<file path="src/rtl/rob_param.sv">
// rob_param: parametrised reorder buffer.
//   Slots are allocated in order at the tail. Up to WB_PORTS writebacks per
//   cycle complete slots out of order. Slots commit in order from the head.
//   A head entry that carries an exception is reported on except/pc/address
//   and flushes the whole buffer at the following edge.
// Build option:
//   ROB_DUAL_COMMIT_EN - when defined, head+1 may commit in the same cycle as
//   the head through a second commit port (wDstReg1/wData1/wEnable1).
module rob_param #(
    parameter int ARCH_BITS    = 32,
    parameter int REG_IDX_BITS = 5,
    parameter int ROB_SLOTS    = 8,
    parameter int ROB_IDX_BITS = 3,
    parameter int WB_PORTS     = 3
) (
    input  logic                             clk,
    input  logic                             rst,
    input  logic                             clear,
    // allocation from decode/issue
    input  logic                             allocReq,
    output logic                             allocReady,
    output logic [ROB_IDX_BITS-1:0]          allocIdx,
    // writeback ports, port p occupies slice p of each bus
    input  logic [WB_PORTS-1:0]              wbValid,
    input  logic [WB_PORTS*ROB_IDX_BITS-1:0] wbRobIdx,
    input  logic [WB_PORTS-1:0]              wbExcept,
    input  logic [WB_PORTS*ARCH_BITS-1:0]    wbPc,
    input  logic [WB_PORTS*ARCH_BITS-1:0]    wbAddr,
    input  logic [WB_PORTS*ARCH_BITS-1:0]    wbData,
    input  logic [WB_PORTS*REG_IDX_BITS-1:0] wbDst,
    input  logic [WB_PORTS-1:0]              wbWe,
    // exception report of the head entry
    output logic                             except,
    output logic [ARCH_BITS-1:0]             address,
    output logic [ARCH_BITS-1:0]             pc,
    // commit port 0 (oldest entry)
    output logic [REG_IDX_BITS-1:0]          wDstReg0,
    output logic [ARCH_BITS-1:0]             wData0,
    output logic                             wEnable0,
`ifdef ROB_DUAL_COMMIT_EN
    // commit port 1 (head+1, younger than port 0)
    output logic [REG_IDX_BITS-1:0]          wDstReg1,
    output logic [ARCH_BITS-1:0]             wData1,
    output logic                             wEnable1,
`endif
    // occupancy
    output logic [ROB_IDX_BITS:0]            count,
    output logic                             empty
);

    // Width of a writeback port selector; at least one bit so a single-port
    // build still has a legal vector.
    localparam int SEL_BITS = (WB_PORTS > 1) ? $clog2(WB_PORTS) : 1;
    localparam logic [ROB_IDX_BITS:0] FULL_COUNT = (ROB_IDX_BITS + 1)'(ROB_SLOTS);
    localparam logic [ROB_IDX_BITS-1:0] IDX_ONE = ROB_IDX_BITS'(1);

    // ------------------------------------------------------------------
    // Pointer / occupancy state
    // ------------------------------------------------------------------
    logic [ROB_IDX_BITS-1:0] head_reg, head_next;
    logic [ROB_IDX_BITS-1:0] tail_reg, tail_next;
    logic [ROB_IDX_BITS:0]   count_reg, count_next;

    // ------------------------------------------------------------------
    // Per-slot state. Control bits live in packed vectors so a single
    // process owns each of them; the payload is plain storage.
    // ------------------------------------------------------------------
    logic [ROB_SLOTS-1:0]    alloc_reg, alloc_next;
    logic [ROB_SLOTS-1:0]    done_reg, done_next;
    logic [ROB_SLOTS-1:0]    exc_reg;
    logic [ROB_SLOTS-1:0]    we_reg;
    logic [ARCH_BITS-1:0]    slot_pc_reg   [ROB_SLOTS];
    logic [ARCH_BITS-1:0]    slot_addr_reg [ROB_SLOTS];
    logic [ARCH_BITS-1:0]    slot_data_reg [ROB_SLOTS];
    logic [REG_IDX_BITS-1:0] slot_dst_reg  [ROB_SLOTS];

    // ------------------------------------------------------------------
    // Writeback buses split into per-port fields
    // ------------------------------------------------------------------
    logic [ROB_IDX_BITS-1:0] wb_idx  [WB_PORTS];
    logic [ARCH_BITS-1:0]    wb_pc   [WB_PORTS];
    logic [ARCH_BITS-1:0]    wb_addr [WB_PORTS];
    logic [ARCH_BITS-1:0]    wb_data [WB_PORTS];
    logic [REG_IDX_BITS-1:0] wb_dst  [WB_PORTS];

    generate
        for (genvar gi = 0; gi < WB_PORTS; gi++) begin : g_port
            assign wb_idx[gi]  = wbRobIdx[gi*ROB_IDX_BITS +: ROB_IDX_BITS];
            assign wb_pc[gi]   = wbPc[gi*ARCH_BITS +: ARCH_BITS];
            assign wb_addr[gi] = wbAddr[gi*ARCH_BITS +: ARCH_BITS];
            assign wb_data[gi] = wbData[gi*ARCH_BITS +: ARCH_BITS];
            assign wb_dst[gi]  = wbDst[gi*REG_IDX_BITS +: REG_IDX_BITS];
        end
    endgenerate

    // ------------------------------------------------------------------
    // Per-slot writeback arbitration: which port (if any) targets the slot.
    // Ports are scanned from highest to lowest so the lowest index wins.
    // ------------------------------------------------------------------
    logic [ROB_SLOTS-1:0] wb_hit;
    logic [ROB_SLOTS-1:0] wb_accept;
    logic [SEL_BITS-1:0]  wb_sel [ROB_SLOTS];

    generate
        for (genvar gi = 0; gi < ROB_SLOTS; gi++) begin : g_slot
            logic                hit;
            logic [SEL_BITS-1:0] sel;

            // Pick the lowest-numbered valid port addressing this slot
            always_comb begin
                hit = 1'b0;
                sel = '0;
                for (int p = WB_PORTS - 1; p >= 0; p--) begin
                    if (wbValid[p] && (wb_idx[p] == ROB_IDX_BITS'(gi))) begin
                        hit = 1'b1;
                        sel = SEL_BITS'(p);
                    end
                end
            end

            assign wb_hit[gi]    = hit;
            assign wb_sel[gi]    = sel;
            // Only slots already allocated before this edge take a writeback
            assign wb_accept[gi] = hit & alloc_reg[gi];
        end
    endgenerate

    // ------------------------------------------------------------------
    // Commit decision, purely from the current head state
    // ------------------------------------------------------------------
    logic                 head_ok;
    logic                 commit0;
    logic                 commit1;
    logic                 flush;
    logic [1:0]           n_commit;
    logic [ROB_SLOTS-1:0] retire_mask;
`ifdef ROB_DUAL_COMMIT_EN
    logic [ROB_IDX_BITS-1:0] head1;
`endif

    // Head commit / exception detection and optional second commit
    always_comb begin
        head_ok     = alloc_reg[head_reg] & done_reg[head_reg];
        commit0     = head_ok & ~exc_reg[head_reg];
        flush       = head_ok & exc_reg[head_reg];
        commit1     = 1'b0;
        retire_mask = '0;
        if (commit0) begin
            retire_mask[head_reg] = 1'b1;
        end
`ifdef ROB_DUAL_COMMIT_EN
        head1 = head_reg + IDX_ONE;
        // head+1 rides along only behind a clean head commit
        commit1 = commit0 & alloc_reg[head1] & done_reg[head1] & ~exc_reg[head1];
        if (commit1) begin
            retire_mask[head1] = 1'b1;
        end
`endif
        n_commit = {1'b0, commit0} + {1'b0, commit1};
    end

    // ------------------------------------------------------------------
    // Allocation handshake; readiness looks at the current count only, so a
    // commit in the same cycle never opens a slot for a full buffer.
    // ------------------------------------------------------------------
    logic alloc_fire;

    assign allocReady = (count_reg != FULL_COUNT);
    assign allocIdx   = tail_reg;
    assign alloc_fire = allocReq & allocReady;
    assign count      = count_reg;
    assign empty      = (count_reg == '0);

    // Commit and exception outputs driven from the head slot(s)
    always_comb begin
        except   = flush;
        pc       = slot_pc_reg[head_reg];
        address  = slot_addr_reg[head_reg];
        wDstReg0 = slot_dst_reg[head_reg];
        wData0   = slot_data_reg[head_reg];
        wEnable0 = commit0 & we_reg[head_reg];
`ifdef ROB_DUAL_COMMIT_EN
        wDstReg1 = slot_dst_reg[head1];
        wData1   = slot_data_reg[head1];
        wEnable1 = commit1 & we_reg[head1];
`endif
    end

    // Next-state for pointers, occupancy and per-slot alloc/done bits
    always_comb begin
        head_next  = head_reg + ROB_IDX_BITS'(n_commit);
        tail_next  = alloc_fire ? (tail_reg + IDX_ONE) : tail_reg;
        count_next = count_reg + (ROB_IDX_BITS + 1)'(alloc_fire)
                               - (ROB_IDX_BITS + 1)'(n_commit);
        alloc_next = alloc_reg;
        done_next  = done_reg | wb_accept;
        // A fresh allocation starts incomplete
        if (alloc_fire) begin
            alloc_next[tail_reg] = 1'b1;
            done_next[tail_reg]  = 1'b0;
        end
        // Retired slots become free
        alloc_next = alloc_next & ~retire_mask;
        done_next  = done_next & ~retire_mask;
    end

    // Control state register; reset, clear and an exception flush all empty the buffer
    always_ff @(posedge clk) begin
        if (rst || clear || flush) begin
            head_reg  <= '0;
            tail_reg  <= '0;
            count_reg <= '0;
            alloc_reg <= '0;
            done_reg  <= '0;
        end else begin
            head_reg  <= head_next;
            tail_reg  <= tail_next;
            count_reg <= count_next;
            alloc_reg <= alloc_next;
            done_reg  <= done_next;
        end
    end

    // Payload capture; contents are only observed once done is set, so no reset
    always_ff @(posedge clk) begin
        for (int s = 0; s < ROB_SLOTS; s++) begin
            if (wb_accept[s]) begin
                exc_reg[s]       <= wbExcept[wb_sel[s]];
                we_reg[s]        <= wbWe[wb_sel[s]];
                slot_pc_reg[s]   <= wb_pc[wb_sel[s]];
                slot_addr_reg[s] <= wb_addr[wb_sel[s]];
                slot_data_reg[s] <= wb_data[wb_sel[s]];
                slot_dst_reg[s]  <= wb_dst[wb_sel[s]];
            end
        end
    end

endmodule

</file>
<file path="config.mk">
export PLATFORM = sky130hd
export DESIGN_NAME = rob_param
export DESIGN_NICKNAME = d
export VERILOG_FILES = /design/src/rtl/rob_param.sv
export SDC_FILE = /design/constraint.sdc
export NUM_CORES = 2
export LEC_CHECK = 0
export BUFFER_PORTS_ARGS = -buffer_cell sky130_fd_sc_hd__buf_2
export CAP_MARGIN = 20
export CORE_UTILIZATION = 28
export DETAILED_ROUTE_END_ITERATION = 7
export GPL_TIMING_DRIVEN = 0
export MAX_ROUTING_LAYER = met4
export PLACE_DENSITY = 0.4
export SLEW_MARGIN = 20
export SYNTH_ARGS = -nofsm -noshare
export SYNTH_HDL_FRONTEND = slang
export SYNTH_SLANG_ARGS = --single-unit
export TNS_END_PERCENT = 100
</file>
<file path="constraint.sdc">
create_clock -name clk -period 19.35 [get_ports clk]
set_input_delay 1.935 -clock clk [delete_from_list [all_inputs] [get_ports clk]]
set_output_delay 1.935 -clock clk [all_outputs]
set_load 0.01 [all_outputs]
</file>
==> impl_metrics.py <==
metrics = {
    "finish": {
        "drive_above_1_share": 0.155,
        "nets": 5508,
        "fillers": 18200,
        "mostFrequentLayoutCell": "mux2i_1",
        "final_cell_mix": "873 x mux2i_1, 824 x edfxtp_1, 714 x nand2_1",
        "fin_util": 0.337,
        "syn_to_final_growth_pct": 19.2,
    },
    "synthesis": {
        "syn_inst": 4851,
        "ys_seq_area_frac": 0.499,
        "netlist_area_um2": 50600,
        "synthArstFlopShare": 0,
        "ys_warn_count": 0,
        "synth_cell_type_count": 65,
        "synth_flop_cell": "edfxtp_1",
        "synth_edf_count": 824,
        "syn_avg_cell_area_um2": 10.4,
        "syn_nets": 5186,
        "synth_seq_cells": 850,
    },
    "grt": {
        "grt_overflow": 0,
        "grt_pass1_wl_mm": 369,
        "antenna_found_initial": 109,
        "grt_max_degree": 31,
        "grt_pass1_vias": 41100,
        "grt_usage": 0.307,
    },
    "status": {
        "status": "completed",
    },
    "pwr": {
        "pwr-share-clk": 0.460,
        "combPwrFrac": 0.090,
        "p_switching_mw": 1.18,
        "seq_power_share": 0.450,
        "power_density_nw_per_um2": 75.1,
        "peakVddDrop_mv": 0.0698,
        "leakage_nw": 18.4,
        "p_int_mw": 3.35,
        "swShare": 0.260,
    },
    "cts": {
        "cts_tree": "done",
        "path_clk_slew_ns": 0.06,
        "post_cts_resized": 0,
        "cts_max_level": 3,
        "cts_buffer_depth": 3,
        "post_cts_buffers": 0,
        "cts_made_buffers": 107,
        "clk_latency_ns": 0.78,
        "hold_buffers": 0,
        "cts_root_buffer": "clkbuf_16",
        "cts_sinks": 850,
    },
    "detailed_routing": {
        "post-route-drc-count": 0,
        "wl_per_cell_um": 36.4,
        "viasPerCell": 5.65,
        "ant_nets": 0,
        "drt_wl_total_mm": 280,
        "vias": 43500,
        "drtPass1Iterations": 6,
        "drt_iter0_drc": 5633,
    },
    "critical_path": {
        "cp.arrival_ns": 4.94,
        "path_cells": "buf_2 -> buf_2 -> buf_2 -> buf_2 -> buf_2 -> o21ai_0 -> buf_2",
        "cp_slowest_cell": "buf_2",
        "critPathMaxFanout": 10,
        "cp_slowest_stage_delay_ns": 0.87,
        "critical_path_class": "flip-flop to output pin",
        "required_ns": 17.41,
        "cpMostUsedCell": "buf_2",
        "worstSetupEndpointType": "output pin",
        "startpoint_type": "flip-flop",
    },
    "sta": {
        "hold_viol": 0,
        "fin_crit_ns": 6.87,
        "fin_crit_sh": 0.355,
        "worst_pin_slew_ns": 1.27,
        "skew_ns": 0.0403,
        "setup_viol": 0,
        "maxSlewViolCount": 0,
        "fmaxAchievable_mhz": 145,
        "slew-limit-headroom": 0.155,
        "tns_ns": 0,
        "rsz0062_at_grt": "no",
    },
    "hold_path": {
        "worstHoldPathType": "flip-flop to flip-flop",
    },
    "floorplanning": {
        "die_w_um": 427,
        "start_util": 0.283,
        "io_pins": 437,
        "coreArea_um2": 179000,
        "die_area_um2": 182000,
        "die_height_um": 427,
        "num_rows": 155,
    },
    "placement": {
        "dp_hpwl_mm": 192,
        "place_congestion": 0.920,
        "io_buffers": 124,
    },
    "job": {
        "maxCapViolations": 0,
    },
}
## cells by family (layout without fill, tap and decap cells)
group | count (synthesis) | after routing | share of synthesized area
compound gates | 1242 | 1242 | 0.142
xor+xnor | 5 | 5 | 0.000865
fa+ha+maj | 10 | 10 | 0.00262
buf+inv | 704 | 1116 | 0.0665
flops | 850 | 850 | 0.499
mux | 970 | 970 | 0.203
other cells | 0 | 84 | 0
simple gates | 1070 | 1070 | 0.0858
## final timing paths
path / to / cells after the start / start / slack (ns)
max: wData0[13] / 7 / head_reg[2] / 12.48
min: done_reg[1] / 2 / done_reg[1] / 0.54
max reg2reg: count[2] / 12 / head_reg[1] / 15.65
min reg2reg: done_reg[1] / 2 / done_reg[1] / 0.54
## power groups by stage
stage	clock [mW]	sequential [mW]	combinational, mW
5_1_grt	2.15	2.04	0.437
4_1_cts	2.09	2.04	0.401
3_5_place_dp	0	2.08	0.400
3_3_place_gp	0	2.08	0.391
6_report	2.08	2.04	0.407
2_1_floorplan	0	2.08	0.263
## synthesized netlist by cell type, types with 4 or more instances
library cell  instances  area (µm²)
a211oi_1              8        60.1
a21boi_0              6        45.0
a21oi_1             249        1250
a221o_1              20         200
a221oi_1             64         561
a222oi_1             22         220
a22o_1               31         272
a22oi_1              91         683
a31oi_1               5        31.3
and2_1               10        62.6
buf_1                68         255
buf_2               160         801
buf_4                89         668
buf_6                24         270
clkbuf_1            349        1310
dfxtp_1              26         521
edfxtp_1            824       24700
ha_1                  9         113
inv_1                10        37.5
mux2_2               57         642
mux2i_1             873        8740
mux4_2               40         901
nand2_1             714        2680
nand2b_1              9        56.3
nand3_1              10        50.1
nor2_1              265         995
nor2b_1              13        81.3
nor3_1               15        75.1
nor3_2                4        40.0
o2111ai_1             8        70.1
o21ai_0             513        2570
o21ai_1             189         946
o21bai_1              4        30.0
o221ai_1             16         140
o22ai_1               8        50.1
## critical path: cells and delay by family (launching register included)
kind | cells | cell delay, ns
AOI/OAI and AO/OA | 1 | 0.55
buffers and inverters | 6 | 3.16
DFF | 1 | 0.43
## through the flow
step           worst slack (ns)  cells  area, µm²  total power [mW]  hold WS [ns]
3_3_place_gp              -3.76   7330      54200              2.47         0.512
4_1_cts                   12.44   7618      60100              4.53         0.534
6_report                  12.48   7702      60300              4.53         0.544
2_1_floorplan              8.67   4851      50600              2.34         0.501
5_1_grt                   12.50   7699      60300              4.63         0.564
3_5_place_dp              13.27   7419      56600              2.48         0.524
## layout make-up
class	count	area, µm²	area share
flip-flops and latches	850	25300	0.419
multi-input cells	3297	22100	0.367
plain buffers	694	3380	0.0561
well taps	2355	2950	0.0489
clock buffers	139	2920	0.0484
repair buffers	213	2880	0.0477
clock inverters	60	561	0.00929
diodes	84	210	0.00349
inverters	10	37.5	0.000622
## per-layer routing
| layer | GRT usage | wire [µm] | up-vias |
|---|---|---|---|
| li1 | - | - | 18500 |
| met1 | 0.381 | 113000 | 22200 |
| met2 | 0.465 | 129000 | 2301 |
| met3 | 0.0634 | 23500 | 511 |
| met4 | 0.168 | 15100 | 0 |
| met5 | - | 0 | - |
No activity file was read; power rests on OpenSTA's default activity.
